File: config.mk
export PLATFORM = sky130hd
export DESIGN_NAME = flag_restore
export DESIGN_NICKNAME = d
export VERILOG_FILES = /design/src/rtl/banff_flag_pkg.sv /design/src/rtl/flag_restore.sv
export SDC_FILE = /design/constraint.sdc
export NUM_CORES = 1
export LEC_CHECK = 0
export ABC_AREA = 1
export CORE_UTILIZATION = 28
export DETAILED_ROUTE_END_ITERATION = 8
export HOLD_SLACK_MARGIN = 0.05
export PLACE_DENSITY_LB_ADDON = 0.1
export SLEW_MARGIN = 20
export SYNTH_ARGS = -nofsm -noshare
export SYNTH_HDL_FRONTEND = slang
export SYNTH_SLANG_ARGS = --single-unit
File: constraint.sdc
create_clock -name clk_i -period 1.27 [get_ports clk_i]
set_clock_uncertainty 0.15 [all_clocks]
set_input_delay 0.254 -clock clk_i [delete_from_list [all_inputs] [get_ports clk_i]]
set_output_delay 0.254 -clock clk_i [all_outputs]
set_load 0.005 [all_outputs]
File: src/rtl/banff_flag_pkg.sv
// Shared definitions for the execute-stage flag stack: default widths, flag bit positions
// and the pop-controller state encoding.
package banff_flag_pkg;

    localparam int unsigned FlagWidthDefault = 8;
    localparam int unsigned DepthBitsDefault = 4;

    // Status-flag bit positions within a flag word
    localparam int unsigned FlagZ = 0;
    localparam int unsigned FlagC = 1;
    localparam int unsigned FlagN = 2;
    localparam int unsigned FlagV = 3;
    localparam int unsigned FlagI = 4;

    typedef enum logic [2:0] {
        StIdle  = 3'd0,
        StRead  = 3'd1,
        StWait  = 3'd2,
        StApply = 3'd3,
        StUflow = 3'd4
    } state_e;

endpackage

File: src/rtl/flag_restore.sv
// Flag-stack pop controller: reads the top entry on RETI/POPF and merges it into the live flags
// under a mask. Define FLAG_RESTORE_PARITY_EN to add an even-parity check on stack entries.
module flag_restore
    import banff_flag_pkg::*;
#(
    parameter int unsigned FlagWidth = FlagWidthDefault,
    parameter int unsigned DepthBits = DepthBitsDefault
) (
    input  logic                 clk_i,
    input  logic                 rst_ni,
    input  logic                 pop_req_i,
    input  logic [FlagWidth-1:0] pop_mask_i,
    input  logic                 flush_i,
    output logic                 busy_o,
    output logic                 pop_ack_o,
    input  logic [DepthBits:0]   stack_depth_i,
    output logic                 rd_en_o,
`ifdef FLAG_RESTORE_PARITY_EN
    input  logic [FlagWidth:0]   rd_data_i,
    output logic                 parity_err_o,
`else
    input  logic [FlagWidth-1:0] rd_data_i,
`endif
    output logic                 stk_pop_o,
    input  logic [FlagWidth-1:0] flags_cur_i,
    output logic                 flags_wr_en_o,
    output logic [FlagWidth-1:0] flags_wr_data_o,
    output logic                 underflow_o,
    input  logic                 underflow_clr_i
);

`ifdef FLAG_RESTORE_PARITY_EN
    localparam int unsigned EntryWidth = FlagWidth + 1;
`else
    localparam int unsigned EntryWidth = FlagWidth;
`endif

    state_e                 state_q, state_d;
    logic [FlagWidth-1:0]   mask_q, mask_d;
    logic [EntryWidth-1:0]  entry_q, entry_d;
    logic                   underflow_q, underflow_d;
    logic                   entry_ok;
    logic [FlagWidth-1:0]   payload;

    assign payload = entry_q[FlagWidth-1:0];

`ifdef FLAG_RESTORE_PARITY_EN
    // MSB holds even parity over the payload
    assign entry_ok = (entry_q[FlagWidth] == ^payload);
`else
    assign entry_ok = 1'b1;
`endif

    always_comb begin
        state_d         = state_q;
        mask_d          = mask_q;
        entry_d         = entry_q;
        busy_o          = 1'b0;
        pop_ack_o       = 1'b0;
        rd_en_o         = 1'b0;
        stk_pop_o       = 1'b0;
        flags_wr_en_o   = 1'b0;
        flags_wr_data_o = '0;
`ifdef FLAG_RESTORE_PARITY_EN
        parity_err_o    = 1'b0;
`endif
        unique case (state_q)
            StIdle: begin
                // A flush in the same cycle drops the request outright
                if (pop_req_i && !flush_i) begin
                    mask_d  = pop_mask_i;
                    state_d = (stack_depth_i != '0) ? StRead : StUflow;
                end
            end
            StRead: begin
                busy_o  = 1'b1;
                rd_en_o = 1'b1;
                state_d = flush_i ? StIdle : StWait;
            end
            StWait: begin
                busy_o  = 1'b1;
                entry_d = rd_data_i;
                state_d = flush_i ? StIdle : StApply;
            end
            StApply: begin
                busy_o          = 1'b1;
                stk_pop_o       = 1'b1;
                pop_ack_o       = 1'b1;
                flags_wr_en_o   = entry_ok;
                flags_wr_data_o = (payload & mask_q) | (flags_cur_i & ~mask_q);
`ifdef FLAG_RESTORE_PARITY_EN
                parity_err_o    = !entry_ok;
`endif
                state_d         = StIdle;
            end
            StUflow: begin
                busy_o    = 1'b1;
                pop_ack_o = 1'b1;
                state_d   = StIdle;
            end
            default: state_d = StIdle;
        endcase
    end

    // Set takes priority over clear
    always_comb begin
        underflow_d = underflow_q;
        if (underflow_clr_i) underflow_d = 1'b0;
        if (state_q == StUflow) underflow_d = 1'b1;
    end

    assign underflow_o = underflow_q;

    always_ff @(posedge clk_i or negedge rst_ni) begin
        if (!rst_ni) begin
            state_q     <= StIdle;
            mask_q      <= '0;
            entry_q     <= '0;
            underflow_q <= 1'b0;
        end else begin
            state_q     <= state_d;
            mask_q      <= mask_d;
            entry_q     <= entry_d;
            underflow_q <= underflow_d;
        end
    end

endmodule

==> results.cfg, run 1 <==
[status]
outcome = complete, but fails checks
violations = negative setup slack

[grt]
antenna_found_initial = 0
grt_pass1_vias = 1146
grt_pass1_wl_um = 4857
overflow = 0
grt_util_all_layers = 0.1521
grt_start_max_net_pins = 21

[sta]
setup_ws_ns = -0.4590
finalSetupViolations = 21
tns_ns = -5.194
hold_viol = 0
max_freq_ghz = 0.5784
fin_crit_ns = 1.729
rsz0062_at_grt = true
fin_crit_sh = 1.361
maxSlewViolCount = 0
slew_headroom = 0.7791
worst_slew_pin_slew_ns = 0.3279

[synth]
synthSimpleGateAreaFrac = 0.2837
postSynthCellCount = 140
yosysWarnings = 0
synth_compound_gate_area_share = 0.1198
syn-num-nets = 174
synth_cell_types = 18
syn_avg_cell_area_um2 = 7.686
syn_area_um2 = 1076
synth_adder_area_share = 0
synth_xor_area_frac = 0
synth_top_family_by_area = simple AND/OR/NAND/NOR gates
yosysSeqAreaShare = 0.4651
synth_mux_area_frac = 0
synth.ff_latch_count = 20

[pwr]
ir_drop_uv = 805.6
powerDensity_nw_per_um2 = 1797
power.leakage_nw = 1.072

[cts]
cts-root-buf = clkbuf_8
htree_levels = 1
cts-buffers-inserted = 3
clk_pin_slew_ns = 0.08
clockBufferDepth = 2
clk_latency_ns = 0.26
clock-sinks = 20
cts_tree = done

[detailed_routing]
wl_per_cell_um = 10.56
wl_met1_um = 1152
ant_nets = 0
drtIter0Drc = 29
firstDrtPassIters = 2
via_per_inst = 4.295
wl_met2_um = 1527
wl_um = 2831
drcViolationCount = 0
top_layer_used = met4
vias = 1151
wl_met3_um = 131

[setup_path]
worstSetupStartpointType = flop
cp_max_fo = 5
critPathKind = flop to output pin
crit_arrival_ns = 1.32
reg2reg_depth = 7
crit_path_end_kind = output pin
critPathRequiredTime_ns = 0.87

[final_layout]
final_cell_mix = nand2_1, clkdlybuf4s50_1, inv_1
antennaDiodeCount = 0
nNetsFinal = 255
drive_gt1_frac = 0.4318
fin_util = 0.5636
multi_input_area_um2 = 570.5
syn_to_final_growth_pct = 91.74
fillers = 367
seqCellArea_um2 = 501.7
stdcell_area_um2 = 2063

[placed_design]
dp_slack_ns = -0.6329
port_buffers = 47
placed_area_um2 = 1755
gp_congestion = 0.7261
dp_hpwl_um = 1954

[floorplan]
chipWidth_um = 63.99
start_util = 0.2939
chipHeight_um = 63.99
ios = 48
dieArea_um2 = 4095
design.core.area_um2 = 3661
fp-row-count = 22

[run]
cap_violations = 0

[hold_path]
hp-class = primary input to async pin
==> layer usage <==
| layer | vias up | global-route usage |
|---|---|---|
| li1 | 587 | - |
| met1 | 536 | 0.1689 |
| met2 | 26 | 0.2899 |
| met3 | 2 | 0.02321 |
| met4 | 0 | 0.05114 |
| met5 | - | 0 |
==> path summary, 6_finish.rpt <==
check | startpoint | end | slack (ns)
worst max register to register | state_q[0] | mask_q[6] | -0.03
worst max-delay path | state_q[2] | flags_wr_data_o[0] | -0.46
max in group asynchronous | rst_ni | state_q[1] | 0.64
min in group clk_i | entry_q[1] | entry_q[1] | 0.34
worst min-delay path | rst_ni | mask_q[6] | 0.19
worst min register to register | entry_q[1] | entry_q[1] | 0.34
==> sequential cells by signal (all words and copies together) (netlist names) <==
signal / flops
underflow_o: 1
entry_q: 8
state_q: 3
mask_q: 8
==> cell type report <==
type | instances | area share
Multi-Input combinational cell | 87 | 0.2765
Tap cell | 48 | 0.02911
Clock buffer | 3 | 0.02001
Clock inverter | 1 | 0.01455
Inverter | 32 | 0.06428
Timing Repair Buffer | 77 | 0.3523
Sequential cell | 20 | 0.2432
==> logic make-up after synthesis <==
logic type,after synthesis
compound gates,19
simple gates,67
flops,20
buf+inv,34
==> repair_timing <==
action / CTS / global route
hold buffers: 0 / 0
gates cloned: 1 / 0
endpoints found under the hold margin: 0 / 0
gates resized for setup: 86 / 23
endpoints found under the setup margin: 31 / 32
buffers inserted: 10 / 1
pin swaps: 9 / 3
==> synthesized netlist by cell type <==
| library cell | instances | area, um^2 |
|---|---|---|
| nand2_1 | 44 | 165.2 |
| inv_4 | 1 | 6.260 |
| nand2_4 | 1 | 11.26 |
| nand3_1 | 10 | 50.05 |
| buf_4 | 1 | 7.510 |
| o21ai_2 | 8 | 70.07 |
| inv_1 | 30 | 112.6 |
| o21ai_0 | 10 | 50.05 |
| nor2_1 | 5 | 18.77 |
| nand3_4 | 1 | 17.52 |
| nor2_4 | 1 | 11.26 |
| buf_6 | 1 | 11.26 |
| nand2_2 | 2 | 12.51 |
| inv_2 | 1 | 3.750 |
| a21oi_2 | 1 | 8.760 |
| nand4_1 | 1 | 6.260 |
| dfrtp_1 | 20 | 500.5 |
| nor2_2 | 2 | 12.51 |
==> worst max-delay path: stages (launching register included) <==
cell and delay (ns):
dfrtp_1 0.40, inv_2 0.08, nand2_4 0.05, nor2_4 0.11, buf_6 0.14, buf_6 0.10, nand2_4 0.03, inv_2 0.06
buf_6 0.08
==> through the flow <==
| step | power, mW | instances | hold WS, ns |
|---|---|---|---|
| 3_3_place_gp | 2.584 | 253 | 0.3122 |
| 4_1_cts | 3.554 | 267 | 0.1830 |
| 3_5_place_dp | 2.623 | 253 | 0.3174 |
| 6_report | 3.707 | 268 | 0.1855 |
| 2_1_floorplan | 1.865 | 140 | -0.1916 |
| 5_1_grt | 3.975 | 268 | 0.1914 |
==> power by group <==
| part | switching (mW) | total [mW] | internal [mW] | leakage (nW) |
|---|---|---|---|---|
| sequential | 0.196 | 1.11 | 0.915 | 0.250 |
| clock | 0.219 | 0.639 | 0.420 | 0.0357 |
| combinational | 0.915 | 1.96 | 1.04 | 0.786 |
| total | 1.33 | 3.71 | 2.38 | 1.07 |
(Power assumes the default switching activity.)
==> run 2, diff against run 1 <==
--- a/config.mk
+++ b/config.mk
@@ -9,7 +9,7 @@
 export CORE_UTILIZATION = 28
 export DETAILED_ROUTE_END_ITERATION = 8
 export HOLD_SLACK_MARGIN = 0.05
-export PLACE_DENSITY_LB_ADDON = 0.1
+export PLACE_DENSITY_LB_ADDON = 0.05
 export SLEW_MARGIN = 20
 export SYNTH_ARGS = -nofsm -noshare
 export SYNTH_HDL_FRONTEND = slang
==> results.cfg, run 2 (synthesis results as in run 1) <==
[sta]
setup_ws_ns = -0.4927
worst_slew_pin_slew_ns = 0.2554
tns_ns = -6.768
finalSetupViolations = 24
rsz0062_at_grt = true
fin_crit_sh = 1.388
max_freq_ghz = 0.5673
maxSlewViolCount = 0
slew_headroom = 0.8293
fin_crit_ns = 1.763
hold_slack_ns = 0.1986
hold_viol = 0

[final_layout]
antennaDiodeCount = 0
fin_util = 0.5465
stdcell_area_um2 = 2001
fin_cells = 269
biggestRegsByFlops = entry_q: 8 flops, mask_q: 8 flops, state_q: 3 flops
fillers = 354
final_common_cell = nand2_1
final_cell_mix = nand2_1, clkdlybuf4s50_1, inv_1
nNetsFinal = 257
drive_gt1_frac = 0.3982
syn_to_final_growth_pct = 85.93

[cts]
hold_buffers = 0
clockBufferDepth = 2
cts-root-buf = clkbuf_8
cts_tree = done
clock-sinks = 20
htree_levels = 1
clk_pin_slew_ns = 0.07
cts-buffers-inserted = 3
clk_latency_ns = 0.25

[setup_path]
cp_max_fo = 3
critical_path.cell_chain = inv_2 > nand2_4 > nor2_4 > buf_6 > buf_6 > buf_6 > nand2_2 > inv_1 > buf_2
reg2reg_depth = 8
crit_slowest_cell = dfrtp_1
critPathRequiredTime_ns = 0.87
r2r_slack_ns = -0.14
crit_arrival_ns = 1.36
critPathKind = flop to output pin
worst_path_most_repeated_cell = buf_6
critPathMaxStageDelay_ns = 0.39
worstSetupStartpointType = flop
worstPathBufferInverterCount = 6
crit_cells = 9
crit_path_end_kind = output pin
crit_family = buffers and inverters

[status]
outcome = complete, but fails checks
violations = negative setup slack

[detailed_routing]
vias = 1144
wl_met1_um = 1207
via_per_inst = 4.253
wl_met3_um = 128
wl_met2_um = 1573
firstDrtPassIters = 4
wl_per_cell_um = 10.87
wl_um = 2923
ant_nets = 0
top_layer_used = met4
drcViolationCount = 0
drtIter0Drc = 12

[grt]
overflow = 0
grt_util_all_layers = 0.1527
grt_pass1_wl_um = 4802
antenna_found_initial = 0
grt_start_max_net_pins = 21
grt_pass1_vias = 1122

[run]
cap_violations = 0

[hold_path]
hp-class = primary input to async pin

[placed_design]
placed_cells_incl_taps = 253
port_buffers = 47
dp_slack_ns = -0.6728
placed_area_um2 = 1755
gp_congestion = 0.6907
dp_hpwl_um = 2006

[pwr]
power.total_mw = 3.475
powerDensity_nw_per_um2 = 1737
ir_drop_uv = 687.4
power.leakage_nw = 1.061

[floorplan]
ios = 48
chipHeight_um = 63.99
start_util = 0.2939
dieArea_um2 = 4095
chipWidth_um = 63.99
design.core.area_um2 = 3661
fp-row-count = 22
[run 2: per-layer routing]
| layer | GRT usage | vias up |
|---|---|---|
| met5 | 0 | - |
| met4 | 0.04261 | 0 |
| met3 | 0.02679 | 2 |
| met2 | 0.2886 | 26 |
| met1 | 0.1728 | 530 |
| li1 | - | 586 |
[run 2: final timing paths]
| path | start | end |
|---|---|---|
| max in group asynchronous | rst_ni | state_q[0] |
| worst max-delay path | state_q[2] | flags_wr_data_o[5] |
| worst min register to register | entry_q[2] | entry_q[2] |
| min in group clk_i | entry_q[2] | entry_q[2] |
| worst max register to register | state_q[0] | mask_q[1] |
| worst min-delay path | rst_ni | state_q[0] |
[run 2: area by class of cell]
type / count / area, um^2 / share of cell area
clock buffers: 3 / 41.29 / 0.02064
inverters: 32 / 127.6 / 0.06379
multi-input cells: 87 / 533.0 / 0.2664
flip-flops and latches: 20 / 501.7 / 0.2508
well taps: 48 / 60.06 / 0.03002
repair buffers: 79 / 737.0 / 0.3684
[run 2: what timing repair did]
action                                  4_1_cts  5_1_grt
setup buffers                                20        3
gates resized for setup                      82       18
endpoints found under the setup margin       32       33
cloned                                        1        0
pin swaps                                    14        2
[run 2: power by group]
group | switching (mW) | internal, mW | total (mW)
combinational | 0.900 | 1.07 | 1.97
sequential | 0.183 | 0.916 | 1.10
clock | 0.196 | 0.211 | 0.407
==> run 3, diff against run 2 <==
--- a/config.mk
+++ b/config.mk
@@ -9,7 +9,7 @@
 export CORE_UTILIZATION = 28
 export DETAILED_ROUTE_END_ITERATION = 8
 export HOLD_SLACK_MARGIN = 0.05
-export PLACE_DENSITY_LB_ADDON = 0.05
+export PLACE_DENSITY_LB_ADDON = 0.3
 export SLEW_MARGIN = 20
 export SYNTH_ARGS = -nofsm -noshare
 export SYNTH_HDL_FRONTEND = slang
==> results.cfg, run 3 (synthesis results as in run 1) <==
[final_layout]
stdcell_area_um2 = 1934
fin_cells = 269
fillers = 365
antennaDiodeCount = 0
final_cell_mix = nand2_1, clkdlybuf4s50_1, inv_1
nNetsFinal = 256
multi_input_area_um2 = 476.7
syn_to_final_growth_pct = 79.77
drive_gt1_frac = 0.3575
seqCellArea_um2 = 500.5
biggestRegsByFlops = entry_q: 8 flops, mask_q: 8 flops, state_q: 3 flops
final_common_cell = nand2_1

[sta]
fin_crit_sh = 1.437
slew_headroom = 0.7735
finalSetupViolations = 31
hold_slack_ns = 0.1816
hold_viol = 0
maxSlewViolCount = 0
rsz0062_at_grt = true
worst_slew_pin_slew_ns = 0.3394
setup_ws_ns = -0.5555
fin_crit_ns = 1.825
max_freq_ghz = 0.5478
tns_ns = -7.709

[detailed_routing]
ant_nets = 0
drtIter0Drc = 13
wl_per_cell_um = 10.10
via_per_inst = 4.149
firstDrtPassIters = 4
wl_um = 2716
drcViolationCount = 0
vias = 1116

[floorplan]
chipWidth_um = 63.99
design.core.area_um2 = 3661
ios = 48
dieArea_um2 = 4095
chipHeight_um = 63.99
fp-row-count = 22
start_util = 0.2939

[cts]
cts-buffers-inserted = 3
cts-root-buf = clkbuf_8
clk_pin_slew_ns = 0.08
htree_levels = 1
clk_latency_ns = 0.25
clockBufferDepth = 2
cts_tree = done
clock-sinks = 20

[pwr]
ir_drop_uv = 680.4
power.total_mw = 3.372
power.leakage_nw = 1.057
powerDensity_nw_per_um2 = 1743

[placed_design]
placed_area_um2 = 1755
dp_hpwl_um = 1850
port_buffers = 47
gp_congestion = 0.7423
placed_cells_incl_taps = 253

[setup_path]
critPathKind = flop to output pin
r2r-start = state_q[0]
worstSetupStartpointType = flop
crit_arrival_ns = 1.42
critPathRequiredTime_ns = 0.87
reg2reg_depth = 8
crit_path_end_kind = output pin
cp_max_fo = 3
r2r_slack_ns = -0.15
crit_start = state_q[2]
r2r_end = mask_q[0]

[grt]
grt_start_max_net_pins = 21
antenna_found_initial = 0
overflow = 0
grt_pass1_vias = 1032
grt_pass1_wl_um = 4388
grt_util_all_layers = 0.1384

[run]
cap_violations = 0

[status]
outcome = complete, but fails checks
violations = negative setup slack

[hold_path]
hp-class = primary input to async pin
==> run 3: changes by cell type in the layout (fill, tap and decap cells not counted), sizes merged <==
| cell | delta |
|---|---|
| clkbuf | +2 |
| dlygate4sd2 | +1 |
| nand2 | -1 |
| buf | -2 |
==> run 3: per-stage QoR <==
stage	worst slack (ns)	util
6_report	-0.5555	0.5284
5_1_grt	-0.6410	0.5284
4_1_cts	-0.5198	0.5126
3_5_place_dp	-0.6246	0.4795
3_3_place_gp	-0.6226	0.4795
2_1_floorplan	-0.01479	-
==> run 3: final cells by class <==
cell class / count / share of cell area
tap: 48 / 0.03105
sequential: 20 / 0.2587
timing repair buffer: 79 / 0.3719
inverter: 32 / 0.06339
multi-input combinational: 86 / 0.2464
clock buffer: 4 / 0.02846
==> run 3: metal layers <==
layer | vias to the layer above | part of all wire | GRT usage | wire [um]
met1 | 489 | 0.43 | 0.1674 | 1173
li1 | 588 | - | - | -
met3 | 6 | 0.037 | 0.02143 | 101
met5 | - | 0 | 0 | 0
met4 | 0 | 0.0099 | 0.05114 | 27
met2 | 33 | 0.52 | 0.2447 | 1412
==> run 3: repair_timing <==
item	4_1_cts	5_1_grt
setup endpoints to repair	30	33
resized for setup	68	8
hold buffers	0	0
buffers inserted	8	6
hold endpoints to repair	0	0
cloned	0	1
pin swaps	3	3
==> run 3: worst max-delay path by stage <==
stage | endpoint | slack [ns] | cells past startpoint
final | flags_wr_data_o[5] | -0.56 | 9
after global routing | flags_wr_data_o[0] | -0.64 | 9
after CTS | flags_wr_data_o[3] | -0.52 | 9
after detailed placement | flags_wr_data_o[5] | -0.62 | 6
after global placement | flags_wr_data_o[5] | -0.62 | 6
after floorplan | flags_wr_data_o[0] | -0.01 | 5
==> run 3: critical path, cell delays in order (launching register included) <==
cell and delay [ns]:
dfrtp_1 0.40, inv_2 0.09, nand2_4 0.06, nor2_4 0.12, buf_4 0.12, buf_6 0.10
buf_6 0.09, nand2_2 0.03, inv_1 0.05, buf_2 0.10
==> run 3: power by group <==
group | switching, mW | internal, mW | total, mW
registers | 0.188 | 0.913 | 1.10
logic | 0.796 | 0.988 | 1.78
clock network | 0.211 | 0.276 | 0.487
total | 1.19 | 2.18 | 3.37
